[config.mk]
export PLATFORM = sky130hd
export DESIGN_NAME = mult_share_ctrl
export DESIGN_NICKNAME = d
export VERILOG_FILES = /design/src/rtl/mult_share_ctrl_pkg.sv /design/src/rtl/mult_share_ctrl_rr_arbiter.sv /design/src/rtl/mult_share_ctrl.sv
export SDC_FILE = /design/constraint.sdc
export NUM_CORES = 1
export LEC_CHECK = 0
export ABC_CLOCK_PERIOD_IN_PS = 7500
export CELL_PAD_IN_SITES_DETAIL_PLACEMENT = 1
export CELL_PAD_IN_SITES_GLOBAL_PLACEMENT = 1
export CORE_ASPECT_RATIO = 0.75
export CORE_UTILIZATION = 34
export DETAILED_ROUTE_END_ITERATION = 8
export GPL_ROUTABILITY_DRIVEN = 0
export PLACE_DENSITY = 0.81
export SLEW_MARGIN = 0
export SYNTH_ARGS = -nofsm -noshare
export SYNTH_HDL_FRONTEND = slang
export SYNTH_SLANG_ARGS = --single-unit
[constraint.sdc]
create_clock -name clk -period 7.5 [get_ports clk]
set_input_delay 1.5 -clock clk [delete_from_list [all_inputs] [get_ports clk]]
set_output_delay 1.5 -clock clk [all_outputs]
set_load 0.02 [all_outputs]
[src/rtl/mult_share_ctrl_pkg.sv]
// -----------------------------------------------------------------------------
// mult_ctrl_pkg
//   Shared constants and types for the multiplier-sharing controller.
//   OPW / PRODW   : operand and product widths of the shared 8x8 multiplier
//   rsp_entry_t   : one response FIFO entry {requester id, product}
//   clog2()       : elaboration-time ceil(log2) used to size ids and pointers
// -----------------------------------------------------------------------------
package mult_ctrl_pkg;

    localparam int OPW     = 8;
    localparam int PRODW   = 16;
    // Widest requester id (N_REQ up to 8); narrower ids are zero-extended.
    localparam int IDW_MAX = 3;

    typedef struct packed {
        logic [IDW_MAX-1:0] id;
        logic [PRODW-1:0]   prod;
    } rsp_entry_t;

    localparam int RSP_ENTRY_W = $bits(rsp_entry_t);

    function automatic int clog2(input int value);
        int result;
        result = 0;
        for (int i = 0; i < 31; i++) begin
            if ((1 << i) < value) begin
                result = i + 1;
            end
        end
        return result;
    endfunction

endpackage

[src/rtl/mult_share_ctrl_rr_arbiter.sv]
// -----------------------------------------------------------------------------
// rr_arbiter
//   Round-robin arbiter: grants the first asserted request found when scanning
//   upward from the pointer with wrap-around. A grant is only produced when
//   en is high; every grant is a completed handshake, so the pointer advances
//   to grant+1 (mod N) whenever grant_valid is set and holds otherwise.
// Ports
//   clk, rst_n   : clock, synchronous active-low reset (pointer -> 0)
//   req          : per-requester request vector
//   en           : permission to grant this cycle (credit available)
//   grant        : one-hot grant (or zero)
//   grant_idx    : index of the granted requester
//   grant_valid  : a grant was produced this cycle
// -----------------------------------------------------------------------------
module rr_arbiter
    import mult_ctrl_pkg::*;
#(
    parameter int N  = 4,
    parameter int PW = clog2(N)
) (
    input  logic          clk,
    input  logic          rst_n,
    input  logic [N-1:0]  req,
    input  logic          en,
    output logic [N-1:0]  grant,
    output logic [PW-1:0] grant_idx,
    output logic          grant_valid
);

    logic [PW-1:0] ptr_q;
    logic [PW-1:0] ptr_d;

    // Scan offsets from highest to lowest so the smallest offset from the
    // pointer is the one left standing.
    always_comb begin
        int cand;
        grant       = '0;
        grant_idx   = '0;
        grant_valid = 1'b0;
        cand        = 0;
        if (en) begin
            for (int k = N - 1; k >= 0; k--) begin
                cand = int'(ptr_q) + k;
                if (cand >= N) begin
                    cand = cand - N;
                end
                if (req[cand]) begin
                    grant_idx   = PW'(cand);
                    grant_valid = 1'b1;
                end
            end
        end
        if (grant_valid) begin
            grant[grant_idx] = 1'b1;
        end
    end

    always_comb begin
        ptr_d = ptr_q;
        if (grant_valid) begin
            ptr_d = (grant_idx == PW'(N - 1)) ? '0 : grant_idx + PW'(1);
        end
    end

    always_ff @(posedge clk) begin
        if (!rst_n) begin
            ptr_q <= '0;
        end else begin
            ptr_q <= ptr_d;
        end
    end

endmodule

[src/rtl/mult_share_ctrl.sv]
// -----------------------------------------------------------------------------
// mult_share_ctrl
//   Shares one external 8x8 multiplier between N_REQ requesters. One request
//   is issued per cycle under round-robin arbitration; operands are registered
//   onto mul_a/mul_b, a {valid,id} tag travels alongside through a MUL_LAT deep
//   shift register, and when the tag leaves the pipe mul_prod is written into
//   a response FIFO. Credits (in-flight + queued) never exceed FIFO_DEPTH, so
//   the FIFO cannot overflow and needs no back-pressure toward the multiplier.
// Ports
//   clk, rst_n          : clock, synchronous active-low reset (drops all ops)
//   req_valid/req_ready : per-requester handshake, req_ready one-hot or zero
//   req_a/req_b         : packed operands, requester i at [8i+7:8i]
//   mul_a/mul_b         : registered operands to the shared multiplier
//   mul_prod            : multiplier result, sampled MUL_LAT cycles after issue
//   rsp_valid/rsp_ready : response handshake at the FIFO head
//   rsp_prod/rsp_id     : product and requester index of the FIFO head
//   busy                : any op in the tag pipe or in the FIFO
// -----------------------------------------------------------------------------
module mult_share_ctrl
    import mult_ctrl_pkg::*;
#(
    parameter int  N_REQ      = 4,
    parameter int  MUL_LAT    = 1,
    parameter int  FIFO_DEPTH = 4,
    localparam int IDW        = clog2(N_REQ)
) (
    input  logic                 clk,
    input  logic                 rst_n,
    input  logic [N_REQ-1:0]     req_valid,
    output logic [N_REQ-1:0]     req_ready,
    input  logic [OPW*N_REQ-1:0] req_a,
    input  logic [OPW*N_REQ-1:0] req_b,
    output logic [OPW-1:0]       mul_a,
    output logic [OPW-1:0]       mul_b,
    input  logic [PRODW-1:0]     mul_prod,
    output logic                 rsp_valid,
    input  logic                 rsp_ready,
    output logic [PRODW-1:0]     rsp_prod,
    output logic [IDW-1:0]       rsp_id,
    output logic                 busy
);

    localparam int AW = clog2(FIFO_DEPTH);
    localparam int CW = AW + 1;

    // ---------------- credit and arbitration ----------------
    logic [CW-1:0]    inflight_q, inflight_d;
    logic [CW-1:0]    count_q, count_d;
    logic [CW:0]      credit_used;
    logic             issue_ok;
    logic [N_REQ-1:0] grant;
    logic [IDW-1:0]   grant_idx;
    logic             issue;

    // Credit uses registered counts only, so a pop frees a slot next cycle.
    assign credit_used = {1'b0, inflight_q} + {1'b0, count_q};
    assign issue_ok    = credit_used < (CW + 1)'(FIFO_DEPTH);

    rr_arbiter #(
        .N  (N_REQ),
        .PW (IDW)
    ) u_arb (
        .clk         (clk),
        .rst_n       (rst_n),
        .req         (req_valid),
        .en          (issue_ok & rst_n),
        .grant       (grant),
        .grant_idx   (grant_idx),
        .grant_valid (issue)
    );

    assign req_ready = grant;

    // ---------------- operand registers ----------------
    logic [OPW-1:0] mul_a_q, mul_a_d;
    logic [OPW-1:0] mul_b_q, mul_b_d;

    always_comb begin
        mul_a_d = mul_a_q;
        mul_b_d = mul_b_q;
        if (issue) begin
            mul_a_d = req_a[grant_idx*OPW +: OPW];
            mul_b_d = req_b[grant_idx*OPW +: OPW];
        end
    end

    assign mul_a = mul_a_q;
    assign mul_b = mul_b_q;

    // ---------------- tag pipe ----------------
    logic [MUL_LAT-1:0] pv_q;
    logic [IDW-1:0]     pid_q [MUL_LAT];
    logic               exit_valid;
    logic [IDW-1:0]     exit_id;

    assign exit_valid = pv_q[MUL_LAT-1];
    assign exit_id    = pid_q[MUL_LAT-1];

    // ---------------- response FIFO ----------------
    rsp_entry_t    mem_q [FIFO_DEPTH];
    rsp_entry_t    push_entry;
    rsp_entry_t    head;
    logic [AW-1:0] wr_ptr_q, wr_ptr_d;
    logic [AW-1:0] rd_ptr_q, rd_ptr_d;
    logic          push;
    logic          pop;
    logic          unused_id_bits;

    assign push            = exit_valid;
    assign rsp_valid       = (count_q != '0);
    assign pop             = rsp_valid & rsp_ready;
    assign push_entry.id   = IDW_MAX'(exit_id);
    assign push_entry.prod = mul_prod;
    assign head            = mem_q[rd_ptr_q];
    assign rsp_prod        = head.prod;
    assign rsp_id          = head.id[IDW-1:0];
    assign unused_id_bits  = ^head.id;

    always_comb begin
        count_d    = count_q;
        inflight_d = inflight_q;
        wr_ptr_d   = wr_ptr_q;
        rd_ptr_d   = rd_ptr_q;
        case ({push, pop})
            2'b10:   count_d = count_q + CW'(1);
            2'b01:   count_d = count_q - CW'(1);
            default: count_d = count_q;
        endcase
        case ({issue, exit_valid})
            2'b10:   inflight_d = inflight_q + CW'(1);
            2'b01:   inflight_d = inflight_q - CW'(1);
            default: inflight_d = inflight_q;
        endcase
        // Depth is a power of two, so the pointers wrap on their own.
        if (push) begin
            wr_ptr_d = wr_ptr_q + AW'(1);
        end
        if (pop) begin
            rd_ptr_d = rd_ptr_q + AW'(1);
        end
    end

    // FIFO storage carries no reset; reset empties it through the pointers.
    always_ff @(posedge clk) begin
        if (push) begin
            mem_q[wr_ptr_q] <= push_entry;
        end
    end

    always_ff @(posedge clk) begin
        if (!rst_n) begin
            mul_a_q    <= '0;
            mul_b_q    <= '0;
            inflight_q <= '0;
            count_q    <= '0;
            wr_ptr_q   <= '0;
            rd_ptr_q   <= '0;
            for (int s = 0; s < MUL_LAT; s++) begin
                pv_q[s]  <= 1'b0;
                pid_q[s] <= '0;
            end
        end else begin
            mul_a_q    <= mul_a_d;
            mul_b_q    <= mul_b_d;
            inflight_q <= inflight_d;
            count_q    <= count_d;
            wr_ptr_q   <= wr_ptr_d;
            rd_ptr_q   <= rd_ptr_d;
            pv_q[0]    <= issue;
            pid_q[0]   <= grant_idx;
            for (int s = 1; s < MUL_LAT; s++) begin
                pv_q[s]  <= pv_q[s-1];
                pid_q[s] <= pid_q[s-1];
            end
            // The credit limit must keep a push away from a full FIFO.
            assert (!(push && !pop && (count_q == CW'(FIFO_DEPTH))));
        end
    end

    assign busy = (|pv_q) | (count_q != '0);

endmodule
Word-level counts from Yosys, hierarchy flattened. Memory sizes are Yosys's and may differ from the RTL's. A register that Yosys moved wholly into a read port is not among the register bits. Cells that the tools add are included. W data, S select, Z words.

Register bits: 29. Memory bits (writable): 74. Bits of input ports: 87. Output and inout bits: 40. Word-level logic and storage cells: 95. Memories kept: 2.

Memory list: mem_q (words 4, bits a word 18, read ports 1, clocked after memory_dff 1, write ports 1, line mult_share_ctrl.sv:100) `rsp_entry_t mem_q [FIFO_DEPTH];`; pid_q (words 1, bits a word 2, read ports 1, clocked after memory_dff 0, write ports 1, line mult_share_ctrl.sv:92) `logic [IDW-1:0] pid_q [MUL_LAT];`.

Add/subtract/negate cells: 15. Order comparisons: 11. Equal/unequal tests: 5. Shifts and indexed selects: 2. Muxes and demuxes: 44. Bitwise gates (word level): 3. Reduce and logical (&&, ||, !) cells: 5.

Operators by type and width (number): $mux W32 (8); $lt A32 B4 Y1 const B (4); $ge A32 B4 Y1 const B (3); $sub A32 B4 Y32 const B (3); $shiftx A32 B6 Y8 (2); $mux W1 (19); $mux W2 (9); $pmux W3 S2 (2); $bmux W1 S2 (4); $add A2 B1 Y2 const B (3); $add A2 B2 Y3 const B (2); $add A3 B1 Y3 const B (2); $eq A2 B2 Y1 const B (3); $sub A3 B1 Y3 const B (2); $add A3 B3 Y4 (1); $eq A2 B1 Y1 const B (2); $lt A4 B3 Y1 const B (1); $mux W4 (1); $reduce_bool A2 Y1 (2); $sub A2 B3 Y4 const B (1); $add A2 B1 Y3 const B (1); $ge A2 B3 Y1 const B (1); $lt A2 B3 Y1 const B (1); $reduce_bool A3 Y1 (1); other kinds (6) (7).

Longest topological paths before layout.
Word-level depth: 17. Depth in mapped cells: 12. Gate-level depth less buffers: 11.

Modules after synthesis. From an unflattened synthesis, not the netlist that was laid out.

Cell total of the unflattened synthesis: 294. Area, all modules: 4650.7 sq um.

By module, submodules not included: mult_share_ctrl (times used 1, cells an instance 262, area each 4375.4 sq um, seq. area each 2782.7 sq um); rr_arbiter (times used 1, cells an instance 32, area each 275.3 sq um, seq. area each 40.0 sq um).

Least setup slack after synthesis. OpenSTA, ideal clock, no wires.

Path kind: input to output. From: input req_valid[3]. To: output req_ready[0]. Arrival: 2887 ps. Required time: 6000 ps. Slack: 3113 ps. Cell stages on the path: 9. Buffers on the path: 2. Cells stage by stage: nor2b_1 > o21ai_0 > a211o_1 > buf_2 > nor2_4 > buf_4 > inv_1 > ha_1 > and2_1.

Cells in the longest elaborated chain, start to end: 13. Elaborated cells on any way between the ends: 28. Those cells by class: 2 x order compare; 25 x mux; 1 x reduce/logical.

RTL lines: start, declared (line mult_share_ctrl.sv:29) `input logic [N_REQ-1:0] req_valid,`; $bmux W1 S2 (line mult_share_ctrl_rr_arbiter.sv:47) `if (req[cand]) begin`; $mux W1 (implied by the code) (2 in a row) (line mult_share_ctrl_rr_arbiter.sv:47); $mux W2 (3 in a row) (line mult_share_ctrl_rr_arbiter.sv:47); $mux W2 (*) (line mult_share_ctrl_rr_arbiter.sv:47); $mux W2 (*) (line mult_share_ctrl_rr_arbiter.sv:41) `if (en) begin`; net grant_idx[0] (line mult_share_ctrl.sv:52) `logic [IDW-1:0] grant_idx;`; $lt A2 B3 Y1 (implied by the code) / $ge A2 B1 Y1 (equally long branches) (line mult_share_ctrl_rr_arbiter.sv:54) `grant[grant_idx] = 1'b1;`; $logic_and A1 B1 Y1 (implied by the code) (line mult_share_ctrl_rr_arbiter.sv:54); $mux W1 (implied by the code) (line mult_share_ctrl_rr_arbiter.sv:54); $demux W1 S2 (*); $mux W4 (*) (line mult_share_ctrl_rr_arbiter.sv:53) `if (grant_valid) begin`; end, declared (line mult_share_ctrl.sv:30) `output logic [N_REQ-1:0] req_ready,`.

The timed path passes the listed nets; every way through them passes the cells marked *. The select of a mux whose other input is x is not followed.

Final worst setup path.
From: input rst_n. To: output req_ready[0].

Cells in the longest elaborated chain, start to end: 7. Elaborated cells on any way between the ends: 9. Those cells by class: 2 x order compare; 5 x mux; 1 x bitwise; 1 x reduce/logical.

RTL lines: start, declared (line mult_share_ctrl.sv:28) `input logic rst_n,`; $and A1 B1 Y1 (*) (line mult_share_ctrl.sv:66) `.en (issue_ok & rst_n),`; $mux W2 (line mult_share_ctrl_rr_arbiter.sv:41); $lt A2 B3 Y1 (implied by the code) / $ge A2 B1 Y1 (equally long branches) (line mult_share_ctrl_rr_arbiter.sv:54); $logic_and A1 B1 Y1 (implied by the code) (line mult_share_ctrl_rr_arbiter.sv:54); $mux W1 (implied by the code) (line mult_share_ctrl_rr_arbiter.sv:54); $demux W1 S2; $mux W4 (*) (line mult_share_ctrl_rr_arbiter.sv:53).

Mark *: on every way between the ends. The rest lies on a longest branch, timed or not.

==> results.yml <==
power_and_ir_drop:
  powerDensity_nw_per_um2: 350
  pwr-share-seq: 0.378
  p_clk_frac: 0.193
  p_sw_frac: 0.355
  p_sw_uw: 811
  combPwrFrac: 0.430
  peakVddDrop_mv: 0.141
  power.leakage_uw: 0.00214
  intPower_uw: 1470
sta:
  max-slew-margin-rel: 0.223
  fin_skew_ns: 0.0110
  tns_ns: 0
  hold_viol_final: 0
  tightest_slew_ns: 1.16
  slew_viol_final: 0
  finalSetupViolations: 0
  fmax_mhz: 161
  finalCritPeriodShare: 0.831
  min_period_ns: 6.23
  grt_setup_unrepaired: "false"
die:
  initial_core_util: 0.352
  num_rows: 37
  die-area_um2: 14800
  fp.dieH_um: 106
  core_area_um2: 13800
  ios: 127
  die_w_um: 140
clock_network:
  cts_inserted_buffers: 9
  h-tree-depth: 3
  clk_pin_slew_worst_paths_ns: 0.07
  cts_tree: "done"
  post_cts_resized: 0
  clock_path_buffers: 2
  cts_root_buf: "clkbuf_16"
  clock-sinks: 105
  clk_latency_ns: 0.34
  cts_setup_buffers: 0
  postCtsHoldBufs: 0
setup_path:
  path_max_fanout: 37
  critPathArrivalTime_ns: 4.73
  crit_required_ns: 6.00
  critPathMaxStageDelay_ns: 0.68
  end_kind: "primary output"
  cp_cell_sequence: "clkdlybuf4s50_1 > buf_4 > nor4b_4 > nand2_2 > nor3_4 > inv_1 > ha_1 > and2_1 > clkdlybuf4s50_1"
  timing.critical_path.mode_cell: "clkdlybuf4s50_1"
  crit_type: "input pin to primary output"
  start_kind: "input pin"
  slowest_stage: "nor3_4"
route:
  drcViolationCount: 0
  drt.antenna.violating_nets: 0
  viasPerCell: 5.24
  routedWlPerCell_um: 18.8
  vias: 3330
  firstDrtPassIters: 5
  routed_wl_um: 12000
  drt-initial-drc-count: 116
synthesis:
  synth-async-reset-ratio: 0
  syn_avg_cell_area_um2: 14.3
  synthDistinctLibCells: 45
  ys_seq_elements: 105
  ys.flop_type: "edfxtp_1"
  yosysWarnings: 0
  syn_area_um2: 4870
  syn_inst: 341
  syn-num-nets: 442
  seq_area_frac_synth: 0.580
  synth-edff-count: 72
run_status:
  outcome: "complete, no violations"
finish:
  layout-drive-gt1-share: 0.111
  nNetsFinal: 557
  fill_cells: 1412
  fin_cells: 636
  area_growth_pct: 34.0
  antenna_cells: 0
flow_run:
  cap_violations: 0
global_route:
  grt_first_pass_wirelength_um: 19000
  grt_max_degree: 38
  grt_usage: 0.171
  antenna_found_initial: 0
  grt_pass1_vias: 3525
  grt_overflow: 0
hold_path:
  hold_class: "flip-flop to flip-flop"
placement:
  placed_cells: 620
  place_hpwl_um: 8460
  port_buffers: 126
==> cell usage after synthesis, types with 2 or more instances <==
library cell | n | area share
edfxtp_1 | 72 | 0.44
dfxtp_1 | 33 | 0.14
and2_1 | 18 | 0.023
mux4_2 | 18 | 0.083
a211o_1 | 17 | 0.031
mux2i_1 | 17 | 0.035
nand3_1 | 17 | 0.017
nand4_1 | 16 | 0.021
o31ai_1 | 16 | 0.025
ha_1 | 12 | 0.031
inv_1 | 12 | 0.0093
clkbuf_1 | 11 | 0.0085
buf_2 | 8 | 0.0082
o311ai_2 | 8 | 0.027
nand2_1 | 7 | 0.0054
o21ai_0 | 6 | 0.0062
o311ai_1 | 6 | 0.011
xor2_1 | 4 | 0.0072
a21boi_0 | 3 | 0.0046
buf_1 | 3 | 0.0023
nand2b_1 | 3 | 0.0039
nor2b_1 | 3 | 0.0039
or3_1 | 3 | 0.0039
xnor2_1 | 3 | 0.0054
fa_1 | 2 | 0.0082
nor2_1 | 2 | 0.0015
nor3_1 | 2 | 0.0021
o311ai_0 | 2 | 0.0036
==> cell usage in the layout, fill, tap and decap left out, drive strengths merged, types with 2 or more instances in the layout <==
master,n
a211o,17
nor3,3
o21ai,6
edfxtp,72
nor2b,3
o311ai,16
clkbuf,10
dfxtp,33
nand4,16
mux4,18
nand2,8
buf,3
nand2b,3
fa,2
ha,12
clkinv,2
o31ai,16
nand3,17
or3,3
mux2i,17
clkdlybuf4s50,126
a21oi,2
and2,18
xor2,4
a21boi,3
xnor2,3
nor2,4
inv,16
==> worst paths after layout <==
check,startpoint,end,slack (ns),cells past startpoint
min,pid_q[0][0],mem_q[2][16],0.51,0
max reg2reg,count_q[1],inflight_q[2],4.05,11
max,rst_n,req_ready[0],1.27,9
min reg2reg,pid_q[0][0],mem_q[2][16],0.51,0
==> cell families after synthesis <==
| kind of cell | synth area share |
|---|---|
| XOR/XNOR | 0.0126 |
| adder cells (fa/ha/maj) | 0.0391 |
| buffers and inverters | 0.0370 |
| AND/OR/NAND/NOR | 0.0949 |
| multiplexers | 0.118 |
| AO/OA/AOI/OAI | 0.118 |
| flip-flops | 0.580 |
==> worst max-delay path: cells and delay by family <==
family | cells | cell delay [ns]
fa+ha+maj | 1 | 0.24
simple gates | 4 | 1.54
buf+inv | 4 | 1.44
==> through the flow <==
step	setup WS, ns	util	hold slack (ns)	area, µm²	power (µW)
global route	0.982	0.471	0.528	6520	2420
global placement	1.40	0.451	0.464	6240	1830
finish	1.27	0.471	0.510	6520	2280
CTS	1.20	0.471	0.514	6520	2310
detailed placement	1.22	0.451	0.495	6240	1870
floorplan	3.11	-	0.438	4870	1480
==> layer usage <==
layer	GRT usage	wire length, µm	part of all wire
met1	0.217	5140	0.43
met2	0.279	5890	0.49
met3	0.0582	885	0.074
met4	0.0424	41	0.0034
met5	0	0	0
==> layout make-up <==
cell class	count	area, µm²	share of cell area
Clock buffer	10	229	0.0351
Clock inverter	6	48.8	0.00748
Tap cell	175	219	0.0336
Sequential cell	105	2820	0.433
Multi-Input combinational cell	198	1870	0.287
Inverter	13	48.8	0.00748
Timing Repair Buffer	129	1280	0.197
==> state kept, by name, summed over array words and instances (netlist names), named ones only <==
name / count
inflight_q: 3
mul_b: 8
rd_ptr_q: 2
wr_ptr_q: 2
mul_a: 8
mem_q: 72
pid_q: 2
count_q: 3
u_arb.ptr_q: 2
exit_valid: 1
==> power by group through the flow <==
stage / clock network, µW / registers, µW / logic [µW]
4_1_cts: 454 / 866 / 996
6_report: 440 / 863 / 981
3_5_place_dp: 0 / 875 / 990
3_3_place_gp: 0 / 865 / 963
2_1_floorplan: 0 / 891 / 584
5_1_grt: 474 / 881 / 1070
No activity file was read; power rests on OpenSTA's default activity.
